==> src/rtl/btn_pkg.sv <==
// Shared types and helpers for the push-button debouncer/scheduler.
package btn_pkg;

    typedef enum logic {
        IDLE  = 1'b0,
        COUNT = 1'b1
    } state_e;

    // Index width for n buttons (n >= 2).
    function automatic int clog2(input int n);
        int w;
        w = 0;
        for (int i = 0; i < 31; i++) begin
            if ((1 << i) < n) w = i + 1;
        end
        return w;
    endfunction

endpackage

==> src/rtl/btn_sync.sv <==
// N-wide two-flop synchronizer for asynchronous button pins.
module btn_sync #(
    parameter int W = 4
) (
    input  logic         clk,
    input  logic         rst,
    input  logic [W-1:0] d_i,
    output logic [W-1:0] q_o
);

    logic [W-1:0] meta_q;
    logic [W-1:0] sync_q;

    always_ff @(posedge clk or posedge rst) begin
        if (rst) begin
            meta_q <= '0;
            sync_q <= '0;
        end else begin
            meta_q <= d_i;
            sync_q <= meta_q;
        end
    end

    assign q_o = sync_q;

endmodule

==> src/rtl/btn_debounce_sched.sv <==
// Debouncer sharing one stability counter across all buttons, granted round-robin,
// with confirmed level changes delivered as press/release events on a one-entry slot.
module btn_debounce_sched
    import btn_pkg::*;
#(
    parameter int N_BTN         = 4,
    parameter int STABLE_CYCLES = 1000000,
    parameter int CNT_W         = 20
) (
    input  logic                    clk,
    input  logic                    rst,
    input  logic [N_BTN-1:0]        btn_raw,
    output logic [N_BTN-1:0]        btn_level,
    output logic                    evt_valid,
    output logic [clog2(N_BTN)-1:0] evt_idx,
    output logic                    evt_press,
    input  logic                    evt_ready
);

    localparam int               IW      = clog2(N_BTN);
    localparam logic [CNT_W-1:0] CNT_MAX = CNT_W'(STABLE_CYCLES - 1);

    logic [N_BTN-1:0] sync;
    logic [N_BTN-1:0] mismatch;
    logic [IW-1:0]    pick;
    logic             slot_free;

    state_e           state_q, state_d;
    logic [IW-1:0]    own_q, own_d;
    logic             target_q, target_d;
    logic [IW-1:0]    rr_q, rr_d;
    logic [CNT_W-1:0] cnt_q, cnt_d;
    logic [N_BTN-1:0] level_q, level_d;
    logic             evt_valid_q, evt_valid_d;
    logic [IW-1:0]    evt_idx_q, evt_idx_d;
    logic             evt_press_q, evt_press_d;

    btn_sync #(.W(N_BTN)) u_sync (
        .clk (clk),
        .rst (rst),
        .d_i (btn_raw),
        .q_o (sync)
    );

    // First set bit of m searching ptr+1, ptr+2, ... modulo N_BTN.
    function automatic logic [IW-1:0] rr_pick(input logic [N_BTN-1:0] m,
                                              input logic [IW-1:0]    ptr);
        logic [IW-1:0] r;
        logic          found;
        int            j;
        r     = ptr;
        found = 1'b0;
        for (int k = 1; k <= N_BTN; k++) begin
            j = int'(ptr) + k;
            if (j >= N_BTN) j = j - N_BTN;
            if (!found && m[j]) begin
                r     = IW'(j);
                found = 1'b1;
            end
        end
        return r;
    endfunction

    assign mismatch  = sync ^ level_q;
    assign pick      = rr_pick(mismatch, rr_q);
    assign slot_free = !evt_valid_q || evt_ready;

    always_comb begin
        state_d     = state_q;
        own_d       = own_q;
        target_d    = target_q;
        rr_d        = rr_q;
        cnt_d       = cnt_q;
        level_d     = level_q;
        evt_valid_d = evt_valid_q && !evt_ready;
        evt_idx_d   = evt_idx_q;
        evt_press_d = evt_press_q;
        case (state_q)
            IDLE: begin
                if (|mismatch) begin
                    own_d    = pick;
                    target_d = sync[pick];
                    rr_d     = pick;
                    cnt_d    = '0;
                    state_d  = COUNT;
                end
            end
            COUNT: begin
                if (sync[own_q] != target_q) begin
                    state_d = IDLE;
                end else if (cnt_q != CNT_MAX) begin
                    cnt_d = cnt_q + 1'b1;
                end else if (slot_free) begin
                    // A commit may overwrite an event being accepted on this same edge.
                    level_d[own_q] = target_q;
                    evt_valid_d    = 1'b1;
                    evt_idx_d      = own_q;
                    evt_press_d    = target_q;
                    state_d        = IDLE;
                end
            end
            default: state_d = IDLE;
        endcase
    end

    always_ff @(posedge clk or posedge rst) begin
        if (rst) begin
            state_q     <= IDLE;
            own_q       <= '0;
            target_q    <= 1'b0;
            rr_q        <= IW'(N_BTN - 1);
            cnt_q       <= '0;
            level_q     <= '0;
            evt_valid_q <= 1'b0;
            evt_idx_q   <= '0;
            evt_press_q <= 1'b0;
        end else begin
            state_q     <= state_d;
            own_q       <= own_d;
            target_q    <= target_d;
            rr_q        <= rr_d;
            cnt_q       <= cnt_d;
            level_q     <= level_d;
            evt_valid_q <= evt_valid_d;
            evt_idx_q   <= evt_idx_d;
            evt_press_q <= evt_press_d;
        end
    end

    assign btn_level = level_q;
    assign evt_valid = evt_valid_q;
    assign evt_idx   = evt_idx_q;
    assign evt_press = evt_press_q;

endmodule
==> config.mk <==
export PLATFORM = sky130hd
export DESIGN_NAME = btn_debounce_sched
export DESIGN_NICKNAME = d
export VERILOG_FILES = /design/src/rtl/btn_pkg.sv /design/src/rtl/btn_sync.sv /design/src/rtl/btn_debounce_sched.sv
export SDC_FILE = /design/constraint.sdc
export NUM_CORES = 1
export LEC_CHECK = 0
export ABC_AREA = 1
export BUFFER_PORTS_ARGS = -buffer_cell sky130_fd_sc_hd__buf_2
export CAP_MARGIN = 20
export CORE_MARGIN = 2
export CORE_UTILIZATION = 52
export CTS_BUF_LIST = sky130_fd_sc_hd__clkbuf_8 sky130_fd_sc_hd__clkbuf_16
export DETAILED_ROUTE_END_ITERATION = 12
export PLACE_DENSITY_LB_ADDON = 0.1
export SYNTH_ARGS = -nofsm -noshare
export SYNTH_HDL_FRONTEND = slang
export SYNTH_SLANG_ARGS = --single-unit
==> constraint.sdc <==
create_clock -name clk -period 2.1 [get_ports clk]
set_input_delay 0 -clock clk [delete_from_list [all_inputs] [get_ports clk]]
set_output_delay 0 -clock clk [all_outputs]
set_load 0.005 [all_outputs]
# Word level (Yosys, flattened, before mapping)
# Index checks and enable logic that the tools add are counted.
[totals]
latchBits = 0
wordCells = 98
ramBits = 0
rom_bits = 0
memories = 0
input_bits = 7
regBits = 42
[classes]
mul = 0
magnitude_cmp = 11
div_mod_pow = 0
shifts = 0
bitwise_logic = 4
addsub = 9
n_eq_ne = 5
n_reduce_logical = 15
n_mux = 43
[ops]
columns = ["cell", "count"]
rows = [
  ["less-than comparator 32 x 4 -> 1 bit (second input constant)", 4],
  ["two-way mux 32 bit", 4],
  ["two-way mux 20 bit", 3],
  ["one-hot mux 20 bit (2 select lines)", 1],
  ["two-way mux 1 bit", 22],
  ["adder 20 x 1 -> 20 bit (second input constant)", 1],
  ["inequality test 20 bit (second input constant)", 1],
  ["binary-select mux 1 bit (select 2 bit)", 6],
  ["subtractor 3 x 3 -> 4 bit (second input constant)", 3],
  ["greater-or-equal comparator 3 bit (second input constant)", 3],
  ["two-way mux 2 bit", 4],
  ["adder 2 x 2 -> 3 bit (second input constant)", 2],
  ["less-than comparator 2 x 3 -> 1 bit (second input constant)", 2],
  ["logical AND 1 bit", 5],
  ["zero test 1 bit", 5],
  ["subtractor 4 x 3 -> 5 bit (second input constant)", 1],
  ["adder 2 x 3 -> 4 bit (second input constant)", 1],
  ["bitwise mux 4 bit", 1],
  ["greater-or-equal comparator 4 x 3 -> 1 bit (second input constant)", 1],
  ["inequality test 2 bit (second input constant)", 2],
  ["AND reduction 4 bit", 1],
  ["OR reduction 4 bit", 1],
  ["bitwise XOR 4 bit", 1],
  ["adder 2 x 1 -> 3 bit (second input constant)", 1],
  ["9 further kinds", 11],
]

# Logic depth before layout (Yosys ltp)
[logic_depth]
ltp_word = 18
depth_mapped = 13
ltp_nobuf = 13

# Modules after synthesis
# A second synthesis with hierarchy kept.
[unflattened]
cells_unflattened = 335
area_unflattened_um2 = 2568.7
[by_module_without_submodules]
columns = ["module", "area_each_um2", "n_inst", "seq_area_each_um2", "cells_per_inst"]
rows = [
  ["btn_debounce_sched", 2364.8, 1, 853.3, 326],
  ["btn_sync", 203.9, 1, 200.2, 9],
]

# Least setup slack after synthesis
# Ideal clock, no wire load.
[synth_timing]
path_kind = "register to register"
start = "register cnt_q[0]"
end = "register cnt_q[18]"
arrival_time_ns = 1.511
t_required_ns = 1.982
path_stages_with_launch = 10
period_less_slack_ns = 1.630
slack_ns = 0.470
path_cell_list = "dfrtp_1 -> ha_1 -> nand3_1 -> nor2_2 -> nand4_1 -> nand3_4 -> nand2_8 -> buf_6 -> nand2_1 -> o21ai_2"
[synth_between]
elab_chain_cells = 4
word_cells_on_any_way = 7
[synth_rtl]
columns = ["item", "line", "rtl"]
rows = [
  ["from (decl)", "btn_debounce_sched.sv:32", "logic [CNT_W-1:0] cnt_q, cnt_d;"],
  ["from (signal assigned)", "btn_debounce_sched.sv:122", "cnt_q <= cnt_d;"],
  ["adder 20 x 1 -> 20 bit", "btn_debounce_sched.sv:92", "cnt_d = cnt_q + 1'b1;"],
  ["two-way mux 20 bit", "btn_debounce_sched.sv:91", "end else if (cnt_q != CNT_MAX) begin"],
  ["two-way mux 20 bit", "btn_debounce_sched.sv:89", "if (sync[own_q] != target_q) begin"],
  ["one-hot mux 20 bit (2 select lines)", "btn_debounce_sched.sv:78", "case (state_q)"],
]
# Several ways; a longest one is shown, not always the timed one. The select of a mux whose other input is x is not followed.
# A chain may end at the register's enable or synchronous reset.

# Final worst setup path
[layout_timing]
start = "register cnt_q[0]"
end = "register state_q"
[layout_between]
elab_chain_cells = 4
[layout_rtl]
columns = ["item", "line", "rtl"]
rows = [
  ["inequality test 20 bit", "btn_debounce_sched.sv:91", ""],
  ["two-way mux 1 bit", "btn_debounce_sched.sv:91", ""],
  ["two-way mux 1 bit", "btn_debounce_sched.sv:89", ""],
  ["one-hot mux 1 bit (2 select lines)", "btn_debounce_sched.sv:78", ""],
  ["net state_d", "btn_debounce_sched.sv:28", "state_e state_q, state_d;"],
  ["to (signal assigned)", "btn_debounce_sched.sv:118", "state_q <= state_d;"],
  ["to (decl)", "btn_debounce_sched.sv:28", ""],
]
# The timed path passes the listed nets, and every way through them passes these cells.

==> flow_summary.toml <==
[clock_tree]
clock_path_buffers = 2
cts_max_level = 2
cts.clk_slew.worst_paths_ps = 80
clk_latency_ps = 300
cts_tree = "built"
cts_root_buffer = "clkbuf_8"
cts_buffers = 5
cts_sinks = 42
cts_setup_buffers = 0

[die]
dieArea_sq_mm = 0.005582
core-area_sq_mm = 0.004786
start_util_pct = 54.33
die_y_um = 74.71
die_w_um = 74.71
rows = 25
pin_count = 15

[detailed_routing]
drc = 0
antenna_left = 0
wire_per_inst_um = 13.06
drt-total-wl_mm = 5.562
vias = 2235
via_per_inst = 5.246
drtIter0Drc = 141
firstDrtPassIters = 4

[logic_synthesis]
yosys_warnings = 0
synth-simple-area-share_pct = 37.92
netlist.area_leader.share_pct = 38.50
seq_area_frac_synth_pct = 40.52
synth-compound-area-share_pct = 8.085
synth_top_area_cell = "dfrtp_1"
postSynth.asyncResetShare_pct = 100.0
syn_avg_cell_area_sq_um = 7.831
synthAdderAreaFrac_pct = 0.4812
synth_top_family_by_area = "simple AND/OR/NAND/NOR gates"
synth_area_sq_mm = 0.002600
synth_mux_area_share_pct = 0
synth_nets = 340
synth_ff_type = "dfrtp_1"
synthTopCellsByArea = "dfrtp_1, nand2_1, nand3_1"
yosysUniqueCellTypes = 36
synth_edf_count = 0
synthCells = 332
yosys_register_bits = 42
synthXorXnorAreaFrac_pct = 5.630

[global_route]
overflow = 0
first_global_vias = 1909
antenna_found_initial = 0
grt_pass1_wl_mm = 9.045
grt_use_total_pct = 21.71
grt_start_max_net_pins = 31

[timing]
fmax_mhz = 525.7
finClkSkew_ps = 5.304
worst_pin_slew_ps = 486.8
fin_hold_ws_ps = 155.9
finalSetupViolCount = 0
finalHoldViolations = 0
slew-limit-headroom_pct = 67.25
fin_ws_ps = 197.8
layout_min_cycle_time_ps = 1902
slew_violations = 0
finalCritPeriodShare_pct = 90.58

[power]
p_total_mw = 3.303
power.leakage_nw = 1.337
power_density_mw_per_mm2 = 1114
vdd_drop_max_mv = 0.6894

[setup_path]
worstPathRequired_ps = 2280
cpPeakStageDelay_ps = 400
critPathLaunchType = "flip-flop"
crit_path_start = "cnt_q[0]$_DFFE_PP0P_"
cp-end-kind = "flip-flop"
path_class = "reg -> reg"
crit_family = "simple AND/OR/NAND/NOR gates"
r2r_start = "cnt_q[0]$_DFFE_PP0P_"
cp_max_fo = 27
path_buf_inv = 1
arrival_ps = 2080
cp_slowest_cell = "dfrtp_1"
path_cells = "ha_2 > nand3_1 > nor2_2 > nand4_1 > nand3_4 > nand2_8 > inv_2 > o21ai_0"

[final_layout]
multi_input_area_sq_mm = 0.001358
design_area_sq_mm = 0.002964
diodes = 0
register_area_sq_mm = 0.001054
nNetsFinal = 366
nFillCells = 450
area_delta_synth_final_pct = 14.00
drive_above_1_share_pct = 19.78

[placed_design]
io_buffer_count = 14
dp_worst_setup_slack_ps = 164.4
place_area_sq_mm = 0.002731
gp_congestion = 0.8891
dp_hpwl_mm = 4.214

[run]
cap_violations = 0

[hold_path]
hold_path_class = "in -> async"

[status]
status = "finished clean"
## timing repair
item                       in CTS  in global routing
setup endpoints to repair       0                  7
hold buffers                    6                  0
resized for setup               0                  1
hold endpoints to repair       33                  0
## layout make-up
type | count | area share (%)
tap | 67 | 2.828
clock inverter | 2 | 2.026
multi-input combinational | 247 | 45.80
timing repair buffer | 25 | 6.332
sequential | 42 | 35.54
inverter | 37 | 4.686
clock buffer | 6 | 2.786
## per-layer routing
metal,share of wire (%),GRT usage (%),vias up,wire length (um)
met5,0,0,-,0
met4,0.97,6.746,0,54
met3,6.5,4.552,4,359
met2,41,30.19,68,2301
met1,51,33.67,1024,2847
li1,-,-,1139,-
## worst min-delay path, cell delays in order
cell and delay (ps):
dlygate4sd3_1 530, buf_2 120, clkinv_1 180
## Yosys cell counts (all sizes together), types with 2 or more instances
cell,n
dfrtp,40
dfstp,2
nor4,5
nor3,9
xor2,12
inv,36
clkbuf,2
o21ai,27
nand3,48
xnor2,3
a21oi,4
nor2,31
nand3b,2
buf,4
nand2,94
nand4,9
## logic make-up (layout without fill, tap and decap cells)
kind of cell / after synthesis / count (layout)
AND/OR/NAND/NOR: 199 / 199
buffers and inverters: 43 / 70
flip-flops: 42 / 42
AO/OA/AOI/OAI: 32 / 32
XOR/XNOR: 15 / 15
adder cells (fa/ha/maj): 1 / 1
## registers in the layout, indices dropped and copies added (netlist names)
name,count
evt_press,1
u_sync.meta_q,4
target_q,1
evt_idx,2
u_sync.q_o,4
own_q,2
rr_q,2
btn_level,4
cnt_q,20
state_q,1
evt_valid,1
## layout by cell type, fill, tap and decap left out, types with 4 or more instances in the layout
cell type / netlist / final
nor4_1: 4 / 4
buf_4: 1 / 4
nand2_2: 4 / 4
o21ai_2: 9 / 9
nor2_1: 25 / 25
nand2_1: 88 / 88
nand3_2: 7 / 7
inv_1: 31 / 30
xor2_1: 11 / 11
o21ai_0: 14 / 14
dfrtp_1: 40 / 40
dlygate4sd3_1: 0 / 6
nand4_1: 9 / 9
o21ai_1: 4 / 4
buf_2: 0 / 14
nor2_2: 4 / 4
inv_2: 5 / 5
nand3_1: 40 / 40
clkbuf_8: 0 / 6
nor3_1: 7 / 7
a21oi_1: 4 / 4
## path summary, 6_finish.rpt
kind / to / slack (ps) / cells after the start
min in group clk: u_sync.meta_q[3]$_DFF_PP0_ / 340 / 2
worst max register to register: state_q$_DFF_PP0_ / 200 / 8
worst min-delay path: u_sync.meta_q[0]$_DFF_PP0_ / 160 / 3
worst max-delay path: state_q$_DFF_PP0_ / 200 / 8
worst min register to register: u_sync.q_o[3]$_DFF_PP0_ / 350 / 0
max in group asynchronous: cnt_q[12]$_DFFE_PP0P_ / 1380 / 5
## power by group
group | internal (mW) | switching, mW | leakage [nW]
Combinational | 0.476 | 0.968 | 0.725
Sequential | 0.918 | 0.157 | 0.541
Clock | 0.507 | 0.278 | 0.0714
Total | 1.90 | 1.40 | 1.34
## metrics by stage
step,util (%),TNS (ps),cells
after floorplan,-,0,332
after global placement,57.07,0,411
after detailed placement,57.07,0,411
after CTS,61.31,0,425
after global routing,61.93,-6.089,426
final,61.93,0,426
(Power assumes the default switching activity.)
